===== src/rtl/rs_encoder.sv =====
// Systematic RS(255,239) encoder over GF(256), field poly 0x11D, generator roots alpha^0..alpha^15.
// Latency: an accepted message symbol appears on m_data one cycle later; parity follows the message.
// Backpressure: a stalled output register freezes outputs, the LFSR and the counter, and drops s_ready.
module rs_encoder #(
  parameter int N          = 255,
  parameter int K          = 239,
  parameter int DATA_WIDTH = 8
) (
  input  logic                  clk,
  input  logic                  rst,
  input  logic                  s_valid,
  output logic                  s_ready,
  input  logic [DATA_WIDTH-1:0] s_data,
  output logic                  m_valid,
  input  logic                  m_ready,
  output logic [DATA_WIDTH-1:0] m_data,
  output logic                  m_sop,
  output logic                  m_eop
);

  localparam int TWO_T = N - K;
  localparam int CW    = $clog2(N);
  localparam logic [CW-1:0] CNT_MSG_LAST = CW'(K - 1);
  localparam logic [CW-1:0] CNT_PAR_LAST = CW'(TWO_T - 1);

  // The GF arithmetic below is written for 8-bit symbols only.
  if (DATA_WIDTH != 8) begin : g_bad_width
    $error("rs_encoder: only DATA_WIDTH = 8 is supported");
  end
  if (N > 255 || K < 1 || TWO_T < 2) begin : g_bad_code
    $error("rs_encoder: need K >= 1, N - K >= 2 and N <= 255");
  end

  // Multiply by alpha (x) modulo 0x11D.
  function automatic logic [7:0] gf_xtime(input logic [7:0] a);
    return {a[6:0], 1'b0} ^ (a[7] ? 8'h1D : 8'h00);
  endfunction

  // Shift-and-add GF(256) multiply; with one constant operand this folds to plain XOR logic.
  function automatic logic [7:0] gf_mul(input logic [7:0] a, input logic [7:0] b);
    logic [7:0] p;
    logic [7:0] x;
    p = 8'h00;
    x = a;
    for (int i = 0; i < 8; i++) begin
      if (b[i]) p = p ^ x;
      x = gf_xtime(x);
    end
    return p;
  endfunction

  // Expand prod (x + alpha^i); returns g0..g(2T-1) packed with g0 in the low byte (g(2T) = 1 implied).
  function automatic logic [8*TWO_T-1:0] gen_poly();
    logic [7:0]         g [TWO_T+1];
    logic [7:0]         root;
    logic [8*TWO_T-1:0] res;
    for (int j = 0; j <= TWO_T; j++) g[j] = 8'h00;
    g[0] = 8'h01;
    root = 8'h01;
    for (int i = 0; i < TWO_T; i++) begin
      for (int j = TWO_T; j > 0; j--) g[j] = g[j-1] ^ gf_mul(g[j], root);
      g[0] = gf_mul(g[0], root);
      root = gf_xtime(root);
    end
    for (int j = 0; j < TWO_T; j++) res[8*j +: 8] = g[j];
    return res;
  endfunction

  localparam logic [8*TWO_T-1:0] GEN = gen_poly();

  typedef enum logic {ST_MSG, ST_PAR} state_t;

  state_t                       state_q, state_d;
  logic [CW-1:0]                cnt_q, cnt_d;
  logic [TWO_T-1:0][7:0]        lfsr_q, lfsr_d;
  logic                         m_valid_q, m_valid_d;
  logic [DATA_WIDTH-1:0]        m_data_q, m_data_d;
  logic                         m_sop_q, m_sop_d;
  logic                         m_eop_q, m_eop_d;
  logic                         out_free;
  logic                         accept;
  logic [7:0]                   fb;

  // State register.
  always_ff @(posedge clk) begin
    if (rst) state_q <= ST_MSG;
    else     state_q <= state_d;
  end

  // Next state: leave MSG on the last message accept, leave PAR when the last parity is loaded.
  always_comb begin
    state_d = state_q;
    case (state_q)
      ST_MSG:  if (accept && cnt_q == CNT_MSG_LAST) state_d = ST_PAR;
      ST_PAR:  if (out_free && cnt_q == CNT_PAR_LAST) state_d = ST_MSG;
      default: state_d = ST_MSG;
    endcase
  end

  // Handshake outputs: input is only taken in MSG while the output register can be reloaded.
  always_comb begin
    out_free = !m_valid_q || m_ready;
    s_ready  = (state_q == ST_MSG) && out_free;
    accept   = s_valid && s_ready;
  end

  // Datapath next-state: forward and divide in MSG, shift the remainder out in PAR.
  always_comb begin
    cnt_d     = cnt_q;
    lfsr_d    = lfsr_q;
    m_valid_d = m_valid_q;
    m_data_d  = m_data_q;
    m_sop_d   = m_sop_q;
    m_eop_d   = m_eop_q;
    fb        = 8'h00;
    if (state_q == ST_MSG && accept) begin
      fb        = s_data ^ lfsr_q[TWO_T-1];
      lfsr_d[0] = gf_mul(fb, GEN[7:0]);
      for (int i = 1; i < TWO_T; i++) begin
        lfsr_d[i] = lfsr_q[i-1] ^ gf_mul(fb, GEN[8*i +: 8]);
      end
      m_data_d  = s_data;
      m_valid_d = 1'b1;
      m_sop_d   = (cnt_q == '0);
      m_eop_d   = 1'b0;
      cnt_d     = (cnt_q == CNT_MSG_LAST) ? '0 : cnt_q + CW'(1);
    end else if (state_q == ST_PAR && out_free) begin
      // Shifting zeros in leaves the LFSR clear for the next codeword.
      lfsr_d    = {lfsr_q[TWO_T-2:0], 8'h00};
      m_data_d  = lfsr_q[TWO_T-1];
      m_valid_d = 1'b1;
      m_sop_d   = 1'b0;
      m_eop_d   = (cnt_q == CNT_PAR_LAST);
      cnt_d     = (cnt_q == CNT_PAR_LAST) ? '0 : cnt_q + CW'(1);
    end else if (m_ready) begin
      m_valid_d = 1'b0;
    end
  end

  // Datapath registers; reset abandons any partial codeword.
  always_ff @(posedge clk) begin
    if (rst) begin
      cnt_q     <= '0;
      lfsr_q    <= '0;
      m_valid_q <= 1'b0;
      m_data_q  <= '0;
      m_sop_q   <= 1'b0;
      m_eop_q   <= 1'b0;
    end else begin
      cnt_q     <= cnt_d;
      lfsr_q    <= lfsr_d;
      m_valid_q <= m_valid_d;
      m_data_q  <= m_data_d;
      m_sop_q   <= m_sop_d;
      m_eop_q   <= m_eop_d;
    end
  end

  assign m_valid = m_valid_q;
  assign m_data  = m_data_q;
  assign m_sop   = m_sop_q;
  assign m_eop   = m_eop_q;

endmodule


===== config.mk =====
export PLATFORM = sky130hd
export DESIGN_NAME = rs_encoder
export DESIGN_NICKNAME = d
export VERILOG_FILES = /design/src/rtl/rs_encoder.sv
export SDC_FILE = /design/constraint.sdc
export NUM_CORES = 1
export LEC_CHECK = 0
export ABC_AREA = 1
export CORE_ASPECT_RATIO = 1.2
export CORE_MARGIN = 10
export CORE_UTILIZATION = 25
export DETAILED_ROUTE_END_ITERATION = 12
export PLACE_DENSITY_LB_ADDON = 0.08
export SLEW_MARGIN = 10
export SYNTH_ARGS = -nofsm -noshare
export SYNTH_HDL_FRONTEND = slang
export SYNTH_SLANG_ARGS = --single-unit

===== constraint.sdc =====
create_clock -name clk -period 2.8 [get_ports clk]
set_input_delay 0.84 -clock clk [delete_from_list [all_inputs] [get_ports clk]]
set_output_delay 0.84 -clock clk [all_outputs]
set_load 0.01 [all_outputs]

Word-level counts from Yosys, hierarchy flattened
Index checks and enable logic that the tools add are counted.

storage, ports and cells
  register bits = 148
  input port bits = 12
  output and inout bits = 12
  word-level logic and storage cells = 150

operators by class
  add/subtract/negate cells = 1
  equal/unequal tests = 2
  mux-type cells = 58
  bitwise gates (word level) = 55
  reductions and logical operators = 12

operator list
  operator                                              number
  bitwise XOR 8 bit                                     49
  two-way mux 8 bit                                     41
  two-way mux 128 bit                                   2
  bitwise XOR 8 x 5 -> 8 bit                            5
  two-way mux 5 bit                                     7
  adder 8 x 1 -> 8 bit (second input constant)          1
  equality test 8 x 4 -> 1 bit (second input constant)  1
  equality test 8 bit (second input constant)           1
  logical NOT 8 bit                                     1
  two-way mux 1 bit                                     7
  logical AND 1 bit                                     6
  nonzero test 3 bit                                    1
  one-hot mux 1 bit (2 select lines)                    1
  nonzero test 2 bit                                    1
  OR reduction 2 bit                                    1
  logical NOT 1 bit                                     1
  logical OR 1 bit                                      1
  inverter 1 bit                                        1

Depth between registers and ports, before layout
  depth after elaboration = 19
  mapped depth = 19
  depth with buffers taken out = 18

Least setup slack after synthesis
Ideal clock, no wire load.

  path type = input port to flip-flop
  start point = input port m_ready
  end point = register lfsr_q[85] (netlist name)
  library setup time = 0.110 ns
  data arrival time = 2.302 ns
  data required time = 2.690 ns
  slack = 0.388 ns
  stages = 13
  buffers on the path = 2
  cell sequence = inv_1 > nand2_1 > inv_1 > nor2_1 > nand2_1 > inv_2 > buf_1 > buf_1 > nand2_1 > nand2_1 > nand3_1 > nand2_1 > inv_1

on the way
  cells in the longest elaborated chain, start to end = 5
  elaborated cells on any way between the ends = 7
  those cells by class = mux (1); reduce/logical (6)

ends and longest elaborated chain
  what                                                       RTL line  text
  from (decl)                                                15        input logic m_ready,
  logical OR 1 bit (*)                                       102       out_free = !m_valid_q || m_ready;
  logical AND 1 bit (*)                                      103       s_ready = (state_q == ST_MSG) && out_free;
  net s_ready                                                12        output logic s_ready,
  logical AND 1 bit (*)                                      104       accept = s_valid && s_ready;
  logical AND 1 bit (*)                                      116       if (state_q == ST_MSG && accept) begin
  two-way mux 128 bit or nonzero test 2 bit (tied branches)  -
  to (signal assigned)                                       151       lfsr_q <= lfsr_d;
  to (decl)                                                  75        logic [TWO_T-1:0][7:0] lfsr_q, lfsr_d;

Mark *: on every way through the listed nets, which the timed path passes. The rest lies on a longest branch.
A chain may end at the register's enable or synchronous reset.

Worst setup path in the final report
  start point = input port s_data[7]
  end point = register lfsr_q[36] (netlist name)

on the way
  cells in the longest elaborated chain, start to end = 16
  elaborated cells on any way between the ends = 22
  those cells by class = mux (9); bitwise (13)

ends and longest elaborated chain
  what                                          RTL line  text
  from (decl)                                   13        input logic [DATA_WIDTH-1:0] s_data,
  bitwise XOR 8 bit (*)                         117       fb = s_data ^ lfsr_q[TWO_T-1];
  two-way mux 5 bit (*)                         36        return {a[6:0], 1'b0} ^ (a[7] ? 8'h1D : 8'h00);
  bitwise XOR 8 x 5 -> 8 bit (*) (2 in series)  36
  bitwise XOR 8 x 5 -> 8 bit                    36
  bitwise XOR 8 bit                             36
  two-way mux 5 bit                             36
  bitwise XOR 8 x 5 -> 8 bit                    36
  bitwise XOR 8 bit                             46        if (b[i]) p = p ^ x;
  two-way mux 8 bit                             116
  bitwise XOR 8 bit                             46
  two-way mux 8 bit                             116
  bitwise XOR 8 bit (*)                         46
  two-way mux 8 bit (*)                         116
  bitwise XOR 8 bit (*)                         120       lfsr_d[i] = lfsr_q[i-1] ^ gf_mul(fb, GEN[8*i +: 8]);
  two-way mux 128 bit (*)                       116

Every way passes the cells marked *; elsewhere a longest branch is shown, timed or not. The select of a mux whose other input is x is not followed.

==> flow_summary.json <==
{
  "routabilityCongestion": 0.8737,
  "synth_flop_cell": "dfxtp_1",
  "syn_nets": 1367,
  "async_flop_share": 0,
  "muxShareOfSynthArea": 0,
  "finalWirelength_um": 34370,
  "critical_path_peak_fanout": 6,
  "hold_violations": 0,
  "synth_enable_flop_cells": 0,
  "core-area_um2": 35850,
  "antenna_found_initial": 0,
  "setup_viol": 0,
  "die_y_um": 228.4,
  "arrival_ns": 3.04,
  "routed-via-count": 9003,
  "dr.first_iter.drc_count": 437,
  "antenna_cells": 0,
  "die_area_um2": 44230,
  "die_x_um": 193.7,
  "dr.pass1.iters": 5,
  "avgSynthCellArea_um2": 6.691,
  "status": "completed",
  "p_total_uw": 14350,
  "root_buffer": "clkbuf_16",
  "grt_first_pass_wirelength_um": 52810,
  "fin_skew_ns": 0.01411,
  "startpoint_type": "primary input",
  "rows": 76,
  "synth_warnings": 0,
  "mappedNetlistArea_um2": 9046,
  "synth.distinct_cells": 44,
  "setup_tns_ns": 0,
  "netSwitchingFraction": 0.4601,
  "final-seq-area_um2": 2963,
  "yosysMostFrequentCell": "nand2_1",
  "ir_drop_uv": 609.5,
  "seqPwrFrac": 0.212,
  "yosysTopAreaCell": "dfxtp_1",
  "place_hpwl_um": 26360,
  "synthSimpleGateAreaFrac": 0.2975,
  "fillers": 3929,
  "multi_input_area_um2": 5385,
  "end_kind": "register",
  "slew_headroom": 0.6963,
  "min_period_ns": 2.687,
  "post-route-period-util": 0.9596,
  "slew_violations": 0,
  "rsz0062_at_grt": "true",
  "start_util": 0.2523,
  "grtUsageTotal": 0.1543,
  "cts_sinks": 148,
  "synthAdderAreaFrac": 0.004149,
  "wl_per_cell_um": 16.99,
  "cts_made_buffers": 17,
  "synth-compound-area-share": 0.1568,
  "max-clock-path-buffers": 2,
  "path_clk_slew_ns": 0.07,
  "ios": 24,
  "clkPwrFrac": 0.159,
  "hp-class": "register to register",
  "power_density_nw_per_um2": 1173,
  "leakage_uw": 0.005943,
  "nets": 1557,
  "worst_ep_required_time_ns": 3.16,
  "grt_max_degree": 36,
  "cts_tree": "yes",
  "path_class": "primary input to register",
  "switchingPower_uw": 6602,
  "synth.area.top_cells": "dfxtp_1, nand2_1, inv_1",
  "drc": 0,
  "htree_levels": 4,
  "clk_latency_ns": 0.46,
  "ctsHoldBuffers": 0,
  "synth_xor_area_frac": 0.1082,
  "synth_seq_area_share": 0.3275,
  "whs_ns": 0.4811,
  "max_clock_freq_ghz": 0.3722,
  "area_delta_synth_final_pct": 35.19,
  "p_int_uw": 7747,
  "yosys.area.top_type_share": 0.3275,
  "postRouteAntennaNets": 0,
  "grt-ovfl-total": 0,
  "vias_per_cell": 4.450,
  "grt_pass1_vias": 8678,
  "synth_cells": 1352,
  "ys_ff_latch": 148,
  "maxCapViolCount": 0,
  "final_layout_size_suffix_gt1_frac": 0.2206,
  "worstMarginPinSlew_ns": 0.4513,
  "io_buffers": 23,
  "synth_top_family_by_area": "simple AND/OR/NAND/NOR gates",
  "synthTopCellsByCount": "nand2_1, inv_1, dfxtp_1",
  "comb_power_share": 0.628
}
## critical path: stages
cell and delay [ns]:
clkdlybuf4s50_1 0.44, inv_1 0.11, nand2_1 0.07, nand2_2 0.15, nand2_1 0.09, nand2_2 0.12
buf_4 0.17, xor2_1 0.26, xor2_1 0.12, buf_4 0.15, or2_2 0.28, nand4_1 0.07
nand3_1 0.08, nand2_1 0.06, inv_1 0.03
## flip-flops by register name, indices dropped and copies added (netlist names)
signal	flops
lfsr_q	128
m_valid	1
state_q	1
m_eop	1
m_sop	1
m_data	8
cnt_q	8
## what timing repair did
item | 4_1_cts | 5_1_grt
resized for setup | 6 | 59
buffers inserted | 0 | 3
pin swaps | 0 | 9
endpoints found under the setup margin | 6 | 66
## stage by stage
step           std cells  utilization  area (µm²)  setup WS, ns
2_1_floorplan       1352            -        9046        0.3883
3_3_place_gp        1988       0.3175       11380       -0.5766
3_5_place_dp        1988       0.3175       11380       -0.5655
4_1_cts             2020       0.3335       11960       0.02693
5_1_grt             2023       0.3411       12230      -0.02763
6_report            2023       0.3411       12230        0.1131
## power by group through the flow
stage	sequential, µW	clock (µW)	combinational, µW
floorplan	2940	0	4690
global placement	3100	0	8570
detailed placement	3100	0	8550
CTS	3060	2380	8630
global route	3120	2440	9920
finish	3050	2290	9010
## path summary, 6_finish.rpt
check / to / slack (ns) / cells past startpoint / start
setup / recovery: lfsr_q[36] / 0.11 / 15 / s_data[7]
hold / removal: m_sop / 0.48 / 2 / m_sop
setup reg to reg: lfsr_q[36] / 0.58 / 13 / lfsr_q[126]
hold reg to reg: m_sop / 0.48 / 2 / m_sop
## layer usage
layer / wire length (µm) / part of all wire / vias to the layer above / global-route usage
li1: - / - / 4715 / -
met1: 15820 / 0.46 / 4134 / 0.1939
met2: 17030 / 0.50 / 129 / 0.2658
met3: 953 / 0.028 / 25 / 0.02157
met4: 571 / 0.017 / 0 / 0.04803
met5: 0 / 0 / - / 0
## logic make-up after synthesis
family,Yosys count
AND/OR/NAND/NOR,631
buffers and inverters,241
AO/OA/AOI/OAI,232
flip-flops,148
XOR/XNOR,97
adder cells (fa/ha/maj),3
## layout make-up
type | count | share of cell area
timing repair buffer | 234 | 0.1681
multi-input combinational | 963 | 0.4404
sequential | 148 | 0.2423
clock inverter | 15 | 0.01105
clock buffer | 17 | 0.03479
tap | 468 | 0.04788
inverter | 178 | 0.05556
## cell usage in the layout (no fill, tap or decap), drive strengths merged
cell type,instances
nand2,434
o211ai,60
dfxtp,148
o221ai,7
xnor3,2
o22ai,9
o311ai,1
ha,3
dlymetal6s2s,2
nor4,3
a21oi,55
nor3b,1
xor2,73
o21bai,5
nand3b,2
clkdlybuf4s50,20
nand4,7
and3,1
nor2,57
dlygate4sd2,1
a31oi,9
clkinv,2
a211oi,3
inv,188
nor3,6
clkinvlp,3
buf,211
or2,5
o21ai,69
clkbuf,17
xnor2,22
a21o,2
o21a,12
nand3,115
Note: power is estimated with default switching activity, not from simulation.
